--- config.mk ---
export PLATFORM = sky130hd
export DESIGN_NAME = apb_xfer_ctrl
export DESIGN_NICKNAME = d
export VERILOG_FILES = /design/src/rtl/apb_bridge_pkg.sv /design/src/rtl/apb_addr_decode.sv /design/src/rtl/apb_xfer_ctrl.sv
export SDC_FILE = /design/constraint.sdc
export NUM_CORES = 1
export LEC_CHECK = 0
export CORE_MARGIN = 1.5
export CORE_UTILIZATION = 49
export DETAILED_ROUTE_END_ITERATION = 8
export HOLD_SLACK_MARGIN = 0.1
export MAX_ROUTING_LAYER = met4
export PLACE_DENSITY = 0.82
export SLEW_MARGIN = 20
export SYNTH_ARGS = -nofsm -noshare
export SYNTH_HDL_FRONTEND = slang
export SYNTH_SLANG_ARGS = --single-unit
--- constraint.sdc ---
create_clock -name clk -period 4.25 [get_ports clk]
set_clock_uncertainty 0.15 [all_clocks]
set_input_delay 0.6375 -clock clk [delete_from_list [all_inputs] [get_ports clk]]
set_output_delay 0.6375 -clock clk [all_outputs]
set_load 0.03 [all_outputs]
--- src/rtl/apb_bridge_pkg.sv ---
// Shared types and default widths for the AHB2APB bridge.
package apb_bridge_pkg;

  localparam int          ADDR_W_DEF   = 32;
  localparam int          DATA_W_DEF   = 32;
  localparam int          NSEL_DEF     = 4;
  localparam logic [31:0] SEL_BASE_DEF = 32'h8000_0000;
  localparam logic [31:0] SEL_SIZE_DEF = 32'h0400_0000;

  typedef enum logic [1:0] {
    IDLE   = 2'd0,
    SETUP  = 2'd1,
    ACCESS = 2'd2
  } apb_state_e;

  // Request as issued by the AHB-side front end (default widths).
  typedef struct packed {
    logic                  write;
    logic [ADDR_W_DEF-1:0] addr;
    logic [DATA_W_DEF-1:0] wdata;
  } apb_req_t;

endpackage

--- src/rtl/apb_addr_decode.sv ---
// Address decoder: maps an address onto a one-hot APB slave select.
module apb_addr_decode #(
  parameter int                ADDR_W   = 32,
  parameter int                NSEL     = 4,
  parameter logic [ADDR_W-1:0] SEL_BASE = 32'h8000_0000,
  parameter logic [ADDR_W-1:0] SEL_SIZE = 32'h0400_0000
) (
  input  logic [ADDR_W-1:0] addr,
  output logic              hit,
  output logic [NSEL-1:0]   sel
);

  // Compare in 64 bits so the window limit cannot wrap around ADDR_W.
  localparam logic [63:0] BASE64  = 64'(SEL_BASE);
  localparam logic [63:0] SIZE64  = 64'(SEL_SIZE);
  localparam logic [63:0] LIMIT64 = BASE64 + 64'(NSEL) * SIZE64;

  logic [63:0] a64;
  logic [63:0] idx64;

  assign a64   = 64'(addr);
  assign hit   = (a64 >= BASE64) && (a64 < LIMIT64);
  assign idx64 = (a64 - BASE64) / SIZE64;

  for (genvar i = 0; i < NSEL; i++) begin : g_sel
    assign sel[i] = hit && (idx64 == 64'(i));
  end

endmodule

--- src/rtl/apb_xfer_ctrl.sv ---
// APB-side transfer controller: one-entry request buffer, SETUP/ACCESS
// sequencing, slave decode and one response pulse per request.
module apb_xfer_ctrl
  import apb_bridge_pkg::*;
#(
  parameter int                ADDR_W   = ADDR_W_DEF,
  parameter int                DATA_W   = DATA_W_DEF,
  parameter int                NSEL     = NSEL_DEF,
  parameter logic [ADDR_W-1:0] SEL_BASE = ADDR_W'(SEL_BASE_DEF),
  parameter logic [ADDR_W-1:0] SEL_SIZE = ADDR_W'(SEL_SIZE_DEF)
) (
  input  logic              clk,
  input  logic              rst,
  input  logic              req_valid,
  output logic              req_ready,
  input  logic              req_write,
  input  logic [ADDR_W-1:0] req_addr,
  input  logic [DATA_W-1:0] req_wdata,
  output logic              rsp_valid,
  output logic              rsp_err,
  output logic [DATA_W-1:0] rsp_rdata,
  output logic [NSEL-1:0]   Pselx,
  output logic              Penable,
  output logic              Pwrite,
  output logic [ADDR_W-1:0] Paddr,
  output logic [DATA_W-1:0] Pwdata,
  input  logic [DATA_W-1:0] Prdata
);

  typedef struct packed {
    logic              write;
    logic [ADDR_W-1:0] addr;
    logic [DATA_W-1:0] wdata;
  } req_t;

  apb_state_e        state_q, state_d;
  req_t              pend_q, pend_d;
  logic              pend_full_q, pend_full_d;
  logic [NSEL-1:0]   pselx_q, pselx_d;
  logic              penable_q, penable_d;
  logic              pwrite_q, pwrite_d;
  logic [ADDR_W-1:0] paddr_q, paddr_d;
  logic [DATA_W-1:0] pwdata_q, pwdata_d;
  logic              rsp_valid_q, rsp_valid_d;
  logic              rsp_err_q, rsp_err_d;
  logic [DATA_W-1:0] rsp_rdata_q, rsp_rdata_d;

  logic              dec_hit;
  logic [NSEL-1:0]   dec_sel;
  logic              go_xfer;

  // Decode always looks at the buffered request, never the live input.
  apb_addr_decode #(
    .ADDR_W   (ADDR_W),
    .NSEL     (NSEL),
    .SEL_BASE (SEL_BASE),
    .SEL_SIZE (SEL_SIZE)
  ) u_dec (
    .addr (pend_q.addr),
    .hit  (dec_hit),
    .sel  (dec_sel)
  );

  assign go_xfer   = pend_full_q && dec_hit;
  assign req_ready = !pend_full_q;

  assign Pselx     = pselx_q;
  assign Penable   = penable_q;
  assign Pwrite    = pwrite_q;
  assign Paddr     = paddr_q;
  assign Pwdata    = pwdata_q;
  assign rsp_valid = rsp_valid_q;
  assign rsp_err   = rsp_err_q;
  assign rsp_rdata = rsp_rdata_q;

  // State and output registers; reset aborts any transfer in flight.
  always_ff @(posedge clk) begin
    if (rst) begin
      state_q     <= IDLE;
      pend_q      <= '0;
      pend_full_q <= 1'b0;
      pselx_q     <= '0;
      penable_q   <= 1'b0;
      pwrite_q    <= 1'b0;
      paddr_q     <= '0;
      pwdata_q    <= '0;
      rsp_valid_q <= 1'b0;
      rsp_err_q   <= 1'b0;
      rsp_rdata_q <= '0;
    end else begin
      state_q     <= state_d;
      pend_q      <= pend_d;
      pend_full_q <= pend_full_d;
      pselx_q     <= pselx_d;
      penable_q   <= penable_d;
      pwrite_q    <= pwrite_d;
      paddr_q     <= paddr_d;
      pwdata_q    <= pwdata_d;
      rsp_valid_q <= rsp_valid_d;
      rsp_err_q   <= rsp_err_d;
      rsp_rdata_q <= rsp_rdata_d;
    end
  end

  // Next state: misses never leave IDLE, hits chain ACCESS->SETUP.
  always_comb begin
    state_d = state_q;
    unique case (state_q)
      IDLE:    if (go_xfer) state_d = SETUP;
      SETUP:   state_d = ACCESS;
      ACCESS:  state_d = go_xfer ? SETUP : IDLE;
      default: state_d = IDLE;
    endcase
  end

  // Bus outputs, response pulse and pending-buffer updates.
  always_comb begin
    pend_d      = pend_q;
    pend_full_d = pend_full_q;
    pselx_d     = pselx_q;
    penable_d   = 1'b0;
    pwrite_d    = pwrite_q;
    paddr_d     = paddr_q;
    pwdata_d    = pwdata_q;
    rsp_valid_d = 1'b0;
    rsp_err_d   = 1'b0;
    rsp_rdata_d = rsp_rdata_q;

    unique case (state_q)
      IDLE: begin
        if (pend_full_q) begin
          pend_full_d = 1'b0;
          if (dec_hit) begin
            pselx_d  = dec_sel;
            paddr_d  = pend_q.addr;
            pwrite_d = pend_q.write;
            pwdata_d = pend_q.wdata;
          end else begin
            rsp_valid_d = 1'b1;
            rsp_err_d   = 1'b1;
            rsp_rdata_d = '0;
          end
        end
      end
      SETUP: penable_d = 1'b1;
      ACCESS: begin
        rsp_valid_d = 1'b1;
        rsp_rdata_d = pwrite_q ? '0 : Prdata;
        if (go_xfer) begin
          pend_full_d = 1'b0;
          pselx_d     = dec_sel;
          paddr_d     = pend_q.addr;
          pwrite_d    = pend_q.write;
          pwdata_d    = pend_q.wdata;
        end else begin
          pselx_d = '0;
        end
      end
      default: ;
    endcase

    // Accept only into an empty buffer, so it never collides with a drain.
    if (req_valid && !pend_full_q) begin
      pend_d      = '{write: req_write, addr: req_addr, wdata: req_wdata};
      pend_full_d = 1'b1;
    end
  end

endmodule

### Word-level counts from Yosys, hierarchy flattened

Index checks and enable logic that the tools add are counted.

| storage, ports and cells | value |
|---|---|
| logic and storage cells | 75 |
| register bits | 172 |
| output and inout bits | 105 |
| input bits | 100 |

| cells by class | value |
|---|---|
| add/subtract/negate cells | 1 |
| reductions and logical operators | 17 |
| magnitude comparators | 2 |
| bitwise logic cells | 1 |
| multiplexer cells | 30 |
| equality and inequality tests | 11 |

Operator list:

| operator | number |
|---|---|
| 32-bit two-way mux | 9 |
| 32-bit case mux with 2 select lines | 3 |
| 38-bit by 2-bit equality test with 1-bit output (second input constant) | 2 |
| 64-bit zero test | 1 |
| 38-bit by 1-bit equality test with 1-bit output (second input constant) | 1 |
| 32-bit by 32-bit subtractor with 33-bit output (second input constant) | 1 |
| 32-bit >= comparator (second input constant) | 1 |
| 32-bit less-than comparator (second input constant) | 1 |
| 4-bit two-way mux | 3 |
| 2-bit inequality test (second input constant) | 5 |
| 1-bit two-way mux | 9 |
| 4-bit case mux with 2 select lines | 1 |
| 1-bit logical AND | 7 |
| 1-bit case mux with 2 select lines | 3 |
| 2-bit case mux with 3 select lines | 1 |
| 3-bit AND reduction | 2 |
| 4-bit AND reduction | 1 |
| 3-bit inequality test (second input constant) | 1 |
| 3-bit nonzero test | 1 |
| 2-bit by 1-bit equality test with 1-bit output (second input constant) | 1 |
| 2-bit equality test (second input constant) | 1 |
| 2-bit zero test | 1 |
| 2-bit two-way mux | 1 |
| 2-bit AND reduction | 1 |
| other kinds (4) | 4 |

### Logic depth before layout (Yosys ltp)

Gate-level depths: netlist of run 1.

| logic depth | value |
|---|---|
| word-level depth | 6 |
| mapped depth | 6 |
| mapped depth without buffers | 3 |

### Modules after synthesis

A second synthesis of run 1 with hierarchy kept.

| second synthesis, totals | value |
|---|---|
| cells, all modules | 682 |
| area, all modules | 5855.6 µm² |

By module, submodules not included:

| module | cells an instance | area each (µm²) | seq. area each (µm²) | times used |
|---|---|---|---|---|
| apb_xfer_ctrl | 676 | 5806.8 | 3443.3 | 1 |
| apb_addr_decode | 6 | 48.8 | 0.0 | 1 |

### Worst setup path after synthesis of run 1

OpenSTA, ideal clock, no wires.

| timing path | value |
|---|---|
| path kind | flip-flop to flip-flop |
| from | reg pend_q[60] in the netlist's numbering |
| to | reg paddr_q[27], in the netlist Paddr[27] |
| period minus slack after synthesis | 1816 ps |
| setup time | 128 ps |
| cell stages (with the launch flop) | 7 |
| setup slack | 2434 ps |
| buffers on the path | 3 |
| data arrival time | 1538 ps |
| required time | 3972 ps |
| cells stage by stage | dfxtp_1 or4b_4 buf_6 clkbuf_1 clkbuf_1 o21ai_0 o31ai_1 |

| between the ends | value |
|---|---|
| cells in the longest elaborated chain, start to end | 5 |
| elaborated cells between the ends (all ways) | 7 |
| classes of those cells | order compare (2); eq/ne (2); reduce/logical (3) |

RTL lines:

| what | line | RTL |
|---|---|---|
| from (decl) | apb_xfer_ctrl.sv:37 | `req_t pend_q, pend_d;` |
| from (signal assigned) | apb_xfer_ctrl.sv:92 | `pend_q <= pend_d;` |
| 32-bit >= comparator / 32-bit less-than comparator (equally long branches) | apb_addr_decode.sv:22 | `assign hit = (a64 >= BASE64) && (a64 < LIMIT64);` |
| 1-bit logical AND * | apb_addr_decode.sv:22 |  |
| 1-bit logical AND | apb_xfer_ctrl.sv:64 | `assign go_xfer = pend_full_q && dec_hit;` |
| 2-bit inequality test (no source line) | - |  |
| 4-bit AND reduction (no source line) * | - |  |
| to (signal assigned) | apb_xfer_ctrl.sv:97 | `paddr_q <= paddr_d;` |
| to (decl) | apb_xfer_ctrl.sv:42 | `logic [ADDR_W-1:0] paddr_q, paddr_d;` |

Every way passes the cells marked *; elsewhere a longest branch is shown, timed or not.
A chain may end at the register's enable or synchronous reset.

### Final worst setup path of run 1

| timing path | value |
|---|---|
| from | reg pend_q[63] in the netlist's numbering |
| to | reg rsp_rdata_q[17], in the netlist rsp_rdata[17] |

| between the ends | value |
|---|---|
| cells in the longest elaborated chain, start to end | 4 |
| elaborated cells between the ends (all ways) | 5 |
| classes of those cells | order compare (2); eq/ne (1); reduce/logical (2) |

RTL lines:

| what | line | RTL |
|---|---|---|
| 32-bit >= comparator / 32-bit less-than comparator (equally long branches) | apb_addr_decode.sv:22 |  |
| 1-bit logical AND * | apb_addr_decode.sv:22 |  |
| 2-bit inequality test (no source line) * | - |  |
| 3-bit AND reduction (no source line) * | - |  |
| to (signal assigned) | apb_xfer_ctrl.sv:101 | `rsp_rdata_q <= rsp_rdata_d;` |
| to (decl) | apb_xfer_ctrl.sv:46 | `logic [DATA_W-1:0] rsp_rdata_q, rsp_rdata_d;` |

Marks and branches as above.

==> results.cfg, run 1 <==
[placement]
gp_congestion = 0.790
io_buffers = 204
dp_hpwl_mm = 11.0

[sta]
fin_crit_sh_pct = 58.4
fin_crit_ns = 2.48
worstMarginPinSlew_ns = 0.977
grt_setup_unrepaired = false
setup_violations = 0
setup_tns_ns = 0
relSlewSlack_pct = 34.9
max_freq_mhz = 403
slew_violations = 0
hold_ws_ns = 0.305
final_hold_viol_count = 0

[global_route]
grt_pass1_wl_mm = 28.2
grt_max_degree = 131
grt_use_total_pct = 25.9
antenna_found_initial = 0
grt-ovfl-total = 0
first_global_vias = 5555

[yosys]
synth_nets = 846
synth_async_sr_flop_share_pct = 0
yosysWarnings = 0
synth_area_leaders = dfxtp_1, nand2_1, o21ai_0
synth_most_common_cell = dfxtp_1
synth_edf_count = 0
synthFlopType = dfxtp_1
seq_area_frac_synth_pct = 53.1
synth-seq-cells = 172
synth_cell_types = 26
synth_top_area_share_pct = 53.1
synth_common_cells = dfxtp_1, nand2_1, o21ai_0, a21oi_1
syn_area_um2 = 6480
synth_top_area_cell = dfxtp_1
synth.avg_cell_area_um2 = 8.69
synthCells = 746

[cts]
cts_buffers = 17
tritoncts = done
clk_pin_slew_worst_paths_ns = 0.06
cts_root_buffer = clkbuf_16
cts_hold_buf = 0
cts_max_level = 4
post-cts-setup-buffer-count = 0
insertion_delay_ns = 0.42
cts_buffer_depth = 2
ctsResizeCount = 0
cts_num_sinks = 172

[die]
fp.dieArea_um2 = 13900
die_h_um = 118
io_pins = 205
die_w_um = 118
coreArea_um2 = 12800
start_util_pct = 50.7
fp-row-count = 41

[final_layout]
final_layout_size_suffix_gt1_share_pct = 4.79
area_growth_pct = 40.6
finalNetCount = 1007
diodes = 0

[worst_setup_path]
required_ns = 4.41
cp-end-kind = flop
reg2reg_slack_ns = 1.77
slowest_stage = nand3_2
cp.arrival_ns = 2.64
cp-start-kind = flop
path_buf_inv = 0
path_max_fanout = 71
crit_chain = or4b_4, nand3_2, a32o_1
critPathMaxStageDelay_ns = 0.71
critPathTopFamily = simple AND/OR/NAND/NOR gates
path_class = flop to flop

[hold_path]
min_path_type = flop to flop

[route]
ant_nets = 0
vias = 5864
wirelength_mm = 17.5
drtPass1Iterations = 5
drc = 0
via_per_inst = 5.38
drt_iter0_drc = 510
drt-wirelength-per-cell_um = 16.0

[power_and_ir_drop]
p_comb_share_pct = 8.6
p_int_mw = 2.74
p_sw_share_pct = 22.3
ir_drop_v = 0.000231
seqPwrFrac_pct = 47.6
power_density_nw_per_um2 = 388
p_leak_nw = 3.18
switching_power_mw = 0.788
p_clk_share_pct = 43.8

[status]
status = finished, final reports clean

[run]
cap_violations = 0
-- final cells by class --
| cell class | instances | area (um^2) |
|---|---|---|
| clock buffers | 24 | 512 |
| clock inverters | 6 | 83.8 |
| fillers | 950 | 3660 |
| inverters | 3 | 11.3 |
| multi-input cells | 504 | 2770 |
| flip-flops and latches | 172 | 3440 |
| well taps | 172 | 215 |
| repair buffers | 209 | 2080 |
-- power by group through the flow --
stage	sequential, mW	clock [mW]	combinational (mW)
final	1.68	1.55	0.302
after CTS	1.68	1.57	0.302
after global routing	1.69	1.65	0.329
after floorplan	1.72	0	0.150
after detailed placement	1.72	0	0.299
after global placement	1.71	0	0.291
-- layout by cell type (no fill, tap or decap) --
master	n
clkdlybuf4s50_1	203
dfxtp_1	172
nand2_1	131
o21ai_0	93
a21oi_1	67
nor2b_1	62
nand2b_1	61
a32o_1	32
o21ai_1	28
clkbuf_16	17
clkbuf_8	6
buf_4	5
nor2_1	4
o221ai_1	4
inv_1	3
o31ai_1	3
nor3b_1	3
clkinv_2	3
nand2b_2	2
o41ai_1	2
and2_1	2
nor3_1	2
bufinv_16	2
or4b_4	1
or2_4	1
nand3_2	1
o21ai_4	1
nor4b_2	1
nor2b_4	1
a21oi_2	1
nor4_1	1
clkbuf_1	1
clkinv_4	1
buf_6	1
-- registers in the layout, summed over array words and instances, names as in the netlist --
signal,flops
rsp_valid,1
state_q,2
Penable,1
Paddr,32
Pwdata,32
Pselx,4
rsp_err,1
pend_full_q,1
pend_q,65
Pwrite,1
rsp_rdata,32
-- through the flow --
step | setup slack, ns | cells | util [%] | area, um^2 | total power [mW]
floorplan | 2.43 | 746 | - | 6480 | 1.87
global placement | 1.28 | 1060 | 66.6 | 8500 | 2.00
detailed placement | 1.13 | 1060 | 66.6 | 8500 | 2.02
CTS | 1.35 | 1090 | 71.2 | 9100 | 3.55
global route | 1.60 | 1090 | 71.3 | 9110 | 3.67
finish | 1.77 | 1090 | 71.3 | 9110 | 3.53
-- logic make-up after synthesis --
group	synth area share (%)
DFF	53.1
AOI/OAI and AO/OA	20.8
and+or+nand+nor	21.3
buffers and inverters	4.69
-- per-layer routing --
| metal | share of wire [%] | vias up | global-route usage (%) | wire (um) |
|---|---|---|---|---|
| met5 | 0 | - | - | 0 |
| met2 | 50 | 240 | 43.7 | 8760 |
| li1 | - | 2840 | - | - |
| met3 | 6.0 | 27 | 5.33 | 1040 |
| met4 | 1.8 | 0 | 9.83 | 320 |
| met1 | 42 | 2757 | 30.5 | 7340 |
-- worst paths after layout --
check                           startpoint  cells past startpoint       endpoint
worst max-delay path            pend_q[63]                      3  rsp_rdata[17]
worst min-delay path            pend_q[54]                      2     pend_q[54]
worst max register to register  pend_q[63]                      3  rsp_rdata[17]
worst min register to register  pend_q[54]                      2     pend_q[54]
-- worst register-to-register path: cells and delay by family, from the launching register on --
family,cells,cell delay (ns)
AO/OA/AOI/OAI,1,0.50
flip-flops,1,0.32
AND/OR/NAND/NOR,2,1.40
Power figures use the tool's default switching activity.
==> run 2, diff against run 1 <==
--- a/config.mk
+++ b/config.mk
@@ -6,11 +6,11 @@
 export NUM_CORES = 1
 export LEC_CHECK = 0
 export CORE_MARGIN = 1.5
-export CORE_UTILIZATION = 49
+export CORE_UTILIZATION = 42
 export DETAILED_ROUTE_END_ITERATION = 8
 export HOLD_SLACK_MARGIN = 0.1
 export MAX_ROUTING_LAYER = met4
-export PLACE_DENSITY = 0.82
+export PLACE_DENSITY = 0.74
 export SLEW_MARGIN = 20
 export SYNTH_ARGS = -nofsm -noshare
 export SYNTH_HDL_FRONTEND = slang
==> constraint.sdc (replaced) <==
create_clock -name clk -period 2.2 [get_ports clk]
set_clock_uncertainty 0.15 [all_clocks]
set_input_delay 0.33 -clock clk [delete_from_list [all_inputs] [get_ports clk]]
set_output_delay 0.33 -clock clk [all_outputs]
set_load 0.03 [all_outputs]
==> run 2 against run 1 <==
Flip-flop and latch count is the same. Non-clock buffer count is 11 higher. Count of clock-buffer cells in the layout fell by 6. Hold slack worse by 0.011 ns. Setup slack got worse by 1.6 ns. Final area increased by 1.8%. Clock power up 98%. First-iteration DRC count fell by 6.1%. Global-route usage decreased by 5.1 points. Power is 96% higher. Largest cell class unchanged. Highest routed layer unchanged.
==> results.cfg, run 2 (synthesis gave the netlist of run 1 again) <==
[cts]
cts_root_buffer = clkbuf_16
clk_pin_slew_worst_paths_ns = 0.06
cts_buffers = 17
cts_max_level = 4
insertion_delay_ns = 0.43
cts_num_sinks = 172
cts_buffer_depth = 2
tritoncts = done

[worst_setup_path]
r2r_end = Paddr[2]
reg2reg_slack_ns = 0.24
slowest_stage = clkdlybuf4s50_1
cp-start-kind = flop
cp-end-kind = output pin
r2r_start = pend_q[60]
required_ns = 1.72
crit_chain = inv_1, clkdlybuf4s50_1
path_class = flop to output pin
cp.arrival_ns = 1.54
path_max_fanout = 8
r2r_cells = 4
critPathMaxStageDelay_ns = 0.67

[global_route]
grt_max_degree = 91
first_global_vias = 5134
grt_use_total_pct = 20.9
grt_pass1_wl_mm = 26.0
antenna_found_initial = 1
grt-ovfl-total = 0

[sta]
max_freq_mhz = 495
relSlewSlack_pct = 56.4
fin_crit_sh_pct = 91.9
slew_violations = 0
setup_tns_ns = 0
final_hold_viol_count = 0
setup_violations = 0
grt_setup_unrepaired = false
fin_crit_ns = 2.02
worstMarginPinSlew_ns = 0.654

[final_layout]
fin_cells = 1119
final_common_cell = clkdlybuf4s50_1
largest-register = pend_q
largest_reg_flops = 65
finalNetCount = 1018
design_area_um2 = 9280
fill_cells = 1343
area_growth_pct = 43.1
final_layout_size_suffix_gt1_share_pct = 5.91
final_cell_mix = clkdlybuf4s50_1, dfxtp_1, nand2_1

[route]
drc = 0
drt-wirelength-per-cell_um = 14.7
drt_iter0_drc = 479
via_per_inst = 5.04
drtPass1Iterations = 4
wirelength_mm = 16.4
vias = 5642
ant_nets = 0

[hold_path]
hold_end = pend_q[12]
min_path_type = input pin to flop
min_path_cells = 3
holdCritStartpoint = req_wdata[12]

[status]
status = finished, final reports clean

[placement]
dp_hpwl_mm = 10.5
io_buffers = 204
postPlaceCellArea_um2 = 8660
gp_congestion = 0.779
dp.cells = 1086

[run]
cap_violations = 0

[die]
fp.dieArea_um2 = 16200
fp-row-count = 45
die_w_um = 127
coreArea_um2 = 15100
die_h_um = 127
start_util_pct = 42.8
io_pins = 205

[power_and_ir_drop]
p_leak_nw = 3.26
ir_drop_v = 0.000532
power_density_nw_per_um2 = 747
## run 2: cell count changes in the layout (fill, tap and decap cells not counted), sizes merged
| cell | previous run | this run |
|---|---|---|
| dlygate4sd3 | 0 | 1 |
| clkinv | 4 | 8 |
| diode | 0 | 1 |
| bufinv | 2 | 4 |
| inv | 3 | 4 |
| clkbuf | 24 | 18 |
| buf | 6 | 16 |
## run 2: metal layers
layer,track usage (%),routed length [um]
met5,-,0
met2,32.7,7810
met3,4.90,859
met1,25.3,7220
met4,10.2,509
## run 2: cell type report
class	count	area, um^2	area share (%)
repair buffers	220	2220	24.0
diodes	1	2.50	0.0270
well taps	188	235	2.54
inverters	3	11.3	0.121
flip-flops and latches	172	3440	37.1
multi-input cells	504	2760	29.7
clock inverters	13	173	1.86
clock buffers	18	429	4.63
## run 2: per-stage QoR
stage               power [mW]  setup WS, ns  utilization (%)  hold slack, ns
detailed placement        3.92         0.249             57.2           0.297
CTS                       6.99        0.0445             61.2           0.283
global route              7.18         0.120             61.2           0.307
floorplan                 3.61         0.384                -           0.282
finish                    6.92         0.179             61.2           0.295
global placement          3.91         0.293             57.2           0.292
## run 2: report_power, final
part	internal, mW	switching [mW]
logic	0.292	0.317
clock network	1.88	1.19
registers	3.20	0.0447
total	5.37	1.55
## run 2: timing repair
item / 4_1_cts / 5_1_grt
setup buffers: 0 / 0
setup endpoints to repair: 0 / 1
endpoints found under the hold margin: 5 / 0
resized for setup: 0 / 1
hold buffers: 1 / 0
## run 2: worst max path at each step
stage / slack, ns / endpoint / from / cells past startpoint
2_1_floorplan: 0.38 / Paddr[27] / pend_q[60] / 6
3_3_place_gp: 0.29 / rsp_rdata[26] / pend_q[60] / 5
3_5_place_dp: 0.25 / Paddr[5] / pend_q[60] / 4
4_1_cts: 0.04 / req_ready / pend_full_q / 2
5_1_grt: 0.12 / req_ready / pend_full_q / 2
6_report: 0.18 / req_ready / pend_full_q / 2
## run 2: critical path, delay by kind of cell (launching register included)
family / cells / cell delay (ns)
flops: 1 / 0.37
buf+inv: 2 / 0.75
==> run 3, diff against run 2 <==
--- a/config.mk
+++ b/config.mk
@@ -5,12 +5,14 @@
 export SDC_FILE = /design/constraint.sdc
 export NUM_CORES = 1
 export LEC_CHECK = 0
+export CAP_MARGIN = 20
 export CORE_MARGIN = 1.5
-export CORE_UTILIZATION = 42
+export CORE_UTILIZATION = 48
+export CTS_BUF_LIST = sky130_fd_sc_hd__clkbuf_8
 export DETAILED_ROUTE_END_ITERATION = 8
 export HOLD_SLACK_MARGIN = 0.1
 export MAX_ROUTING_LAYER = met4
-export PLACE_DENSITY = 0.74
+export PLACE_DENSITY = 0.8
 export SLEW_MARGIN = 20
 export SYNTH_ARGS = -nofsm -noshare
 export SYNTH_HDL_FRONTEND = slang
==> constraint.sdc (replaced) <==
create_clock -name clk -period 2 [get_ports clk]
set_clock_uncertainty 0.15 [all_clocks]
set_input_delay 0.3 -clock clk [delete_from_list [all_inputs] [get_ports clk]]
set_output_delay 0.3 -clock clk [all_outputs]
set_load 0.03 [all_outputs]
==> run 3 against run 2 <==
Final area fell by 0.69%. Global-route usage increased by 3.3 points. Die area decreased by 12%. First-iteration DRC count is 1.3% lower. Register-to-register slack got worse by 0.15 ns. Count of clock-buffer cells in the layout is the same. Routed wire length rose by 1.6%. Core utilization up 8.6 points. Hold slack worse by 0.058 ns. Flip-flop and latch count unchanged. Highest routed layer unchanged.
==> results.cfg, run 3 (synthesis gave the netlist of run 1 again) <==
[die]
coreArea_um2 = 13200
fp-row-count = 42
io_pins = 205
die_w_um = 119
fp.dieArea_um2 = 14200
start_util_pct = 49.1
die_h_um = 119

[worst_setup_path]
slowest_stage = clkdlybuf4s50_1
cp-start-kind = flop
reg2reg_slack_ns = 0.09
cp-end-kind = output pin
path_max_fanout = 2
path_class = flop to output pin
cp.arrival_ns = 1.50
path_buf_inv = 1
crit_chain = clkdlybuf4s50_1
critPathTopFamily = buffers and inverters
required_ns = 1.55
critPathMaxStageDelay_ns = 0.70

[global_route]
grt_max_degree = 99
antenna_found_initial = 0
grt-ovfl-total = 0
grt_pass1_wl_mm = 26.4
first_global_vias = 5216
grt_use_total_pct = 24.2

[route]
ant_nets = 0
drc = 0
drtPass1Iterations = 5
vias = 5679
drt_iter0_drc = 473
wl_met2_mm = 8.06
wirelength_mm = 16.7
drt-wirelength-per-cell_um = 15.0
wl_met1_mm = 7.28
via_per_inst = 5.12
route.met3.wl_um = 957
top_layer = met4

[sta]
setup_violations = 0
fin_crit_ns = 1.95
max_freq_mhz = 513
final_hold_viol_count = 0
worstMarginPinSlew_ns = 0.458
grt_setup_unrepaired = false
fin_crit_sh_pct = 97.4
relSlewSlack_pct = 69.5
setup_tns_ns = 0
slew_violations = 0

[cts]
cts_max_level = 4
cts_root_buffer = clkbuf_8
cts_buffers = 17
clk_pin_slew_worst_paths_ns = 0.08
cts_num_sinks = 172
tritoncts = done
cts_buffer_depth = 2
insertion_delay_ns = 0.46

[placement]
dp.cells = 1077
dp_hpwl_mm = 10.8
gp_congestion = 0.779
io_buffers = 204

[final_layout]
largest-register = pend_q
area_growth_pct = 42.2
fin_cells = 1109
final_layout_size_suffix_gt1_share_pct = 5.79
fill_cells = 1066
diodes = 0
final_cell_mix = clkdlybuf4s50_1, dfxtp_1, nand2_1
finalNetCount = 1021
largest_reg_flops = 65
final_common_cell = clkdlybuf4s50_1

[run]
cap_violations = 0

[power_and_ir_drop]
power_density_nw_per_um2 = 750
p_leak_nw = 3.52
ir_drop_v = 0.000457

[status]
status = finished, final reports clean

[hold_path]
min_path_type = input pin to flop
run 3: layer usage:
layer  global-route usage, %  vias up
li1                        -     2866
met1                    29.4     2604
met2                    38.4      180
met3                    6.66       29
met4                    9.04        0
met5                       -        -
run 3: timing repair:
| item | CTS | global route |
|---|---|---|
| setup buffers | 0 | 0 |
| hold endpoints to repair | 9 | 0 |
| hold buffers | 1 | 0 |
| resized for setup | 3 | 15 |
| gates cloned | 0 | 0 |
| endpoints found under the setup margin | 2 | 15 |
run 3: layout make-up:
class                   count  area [um^2]  share of cell area (%)
multi-input cells         504         2760                    29.9
clock inverters            13          184                    2.00
well taps                 176          220                    2.39
flip-flops and latches    172         3440                    37.4
inverters                   3         11.3                   0.122
clock buffers              18          248                    2.69
repair buffers            223         2350                    25.5
run 3: worst paths after layout:
path,start,end,cells past startpoint
min reg2reg,pend_q[42],Paddr[10],2
min,req_addr[26],pend_q[58],3
max reg2reg,pend_q[60],Pwdata[16],4
max,Pwdata[17],Pwdata[17],1
run 3: worst register-to-register path, stage by stage, from the launching register on:
cell     delay [ns]
dfxtp_1        0.32
or4b_4         0.57
or2_4          0.40
buf_4          0.23
o21ai_0        0.17
run 3: per-stage QoR:
step | total power [mW] | util, % | hold WS [ns] | setup slack, ns | cell area [um^2]
after floorplan | 3.97 | - | 0.272 | 0.184 | 6480
after global placement | 4.33 | 66.2 | 0.292 | 0.161 | 8730
after detailed placement | 4.34 | 66.2 | 0.297 | 0.0888 | 8730
after CTS | 6.96 | 69.6 | 0.213 | 0.00930 | 9170
after global routing | 7.18 | 69.8 | 0.221 | 0.000872 | 9210
final | 6.91 | 69.8 | 0.237 | 0.0513 | 9210
run 3: power breakdown:
part           leakage, nW  internal (mW)  switching, mW
Combinational         1.88          0.340          0.356
Clock                0.238           1.48           1.16
Sequential            1.40           3.51         0.0532
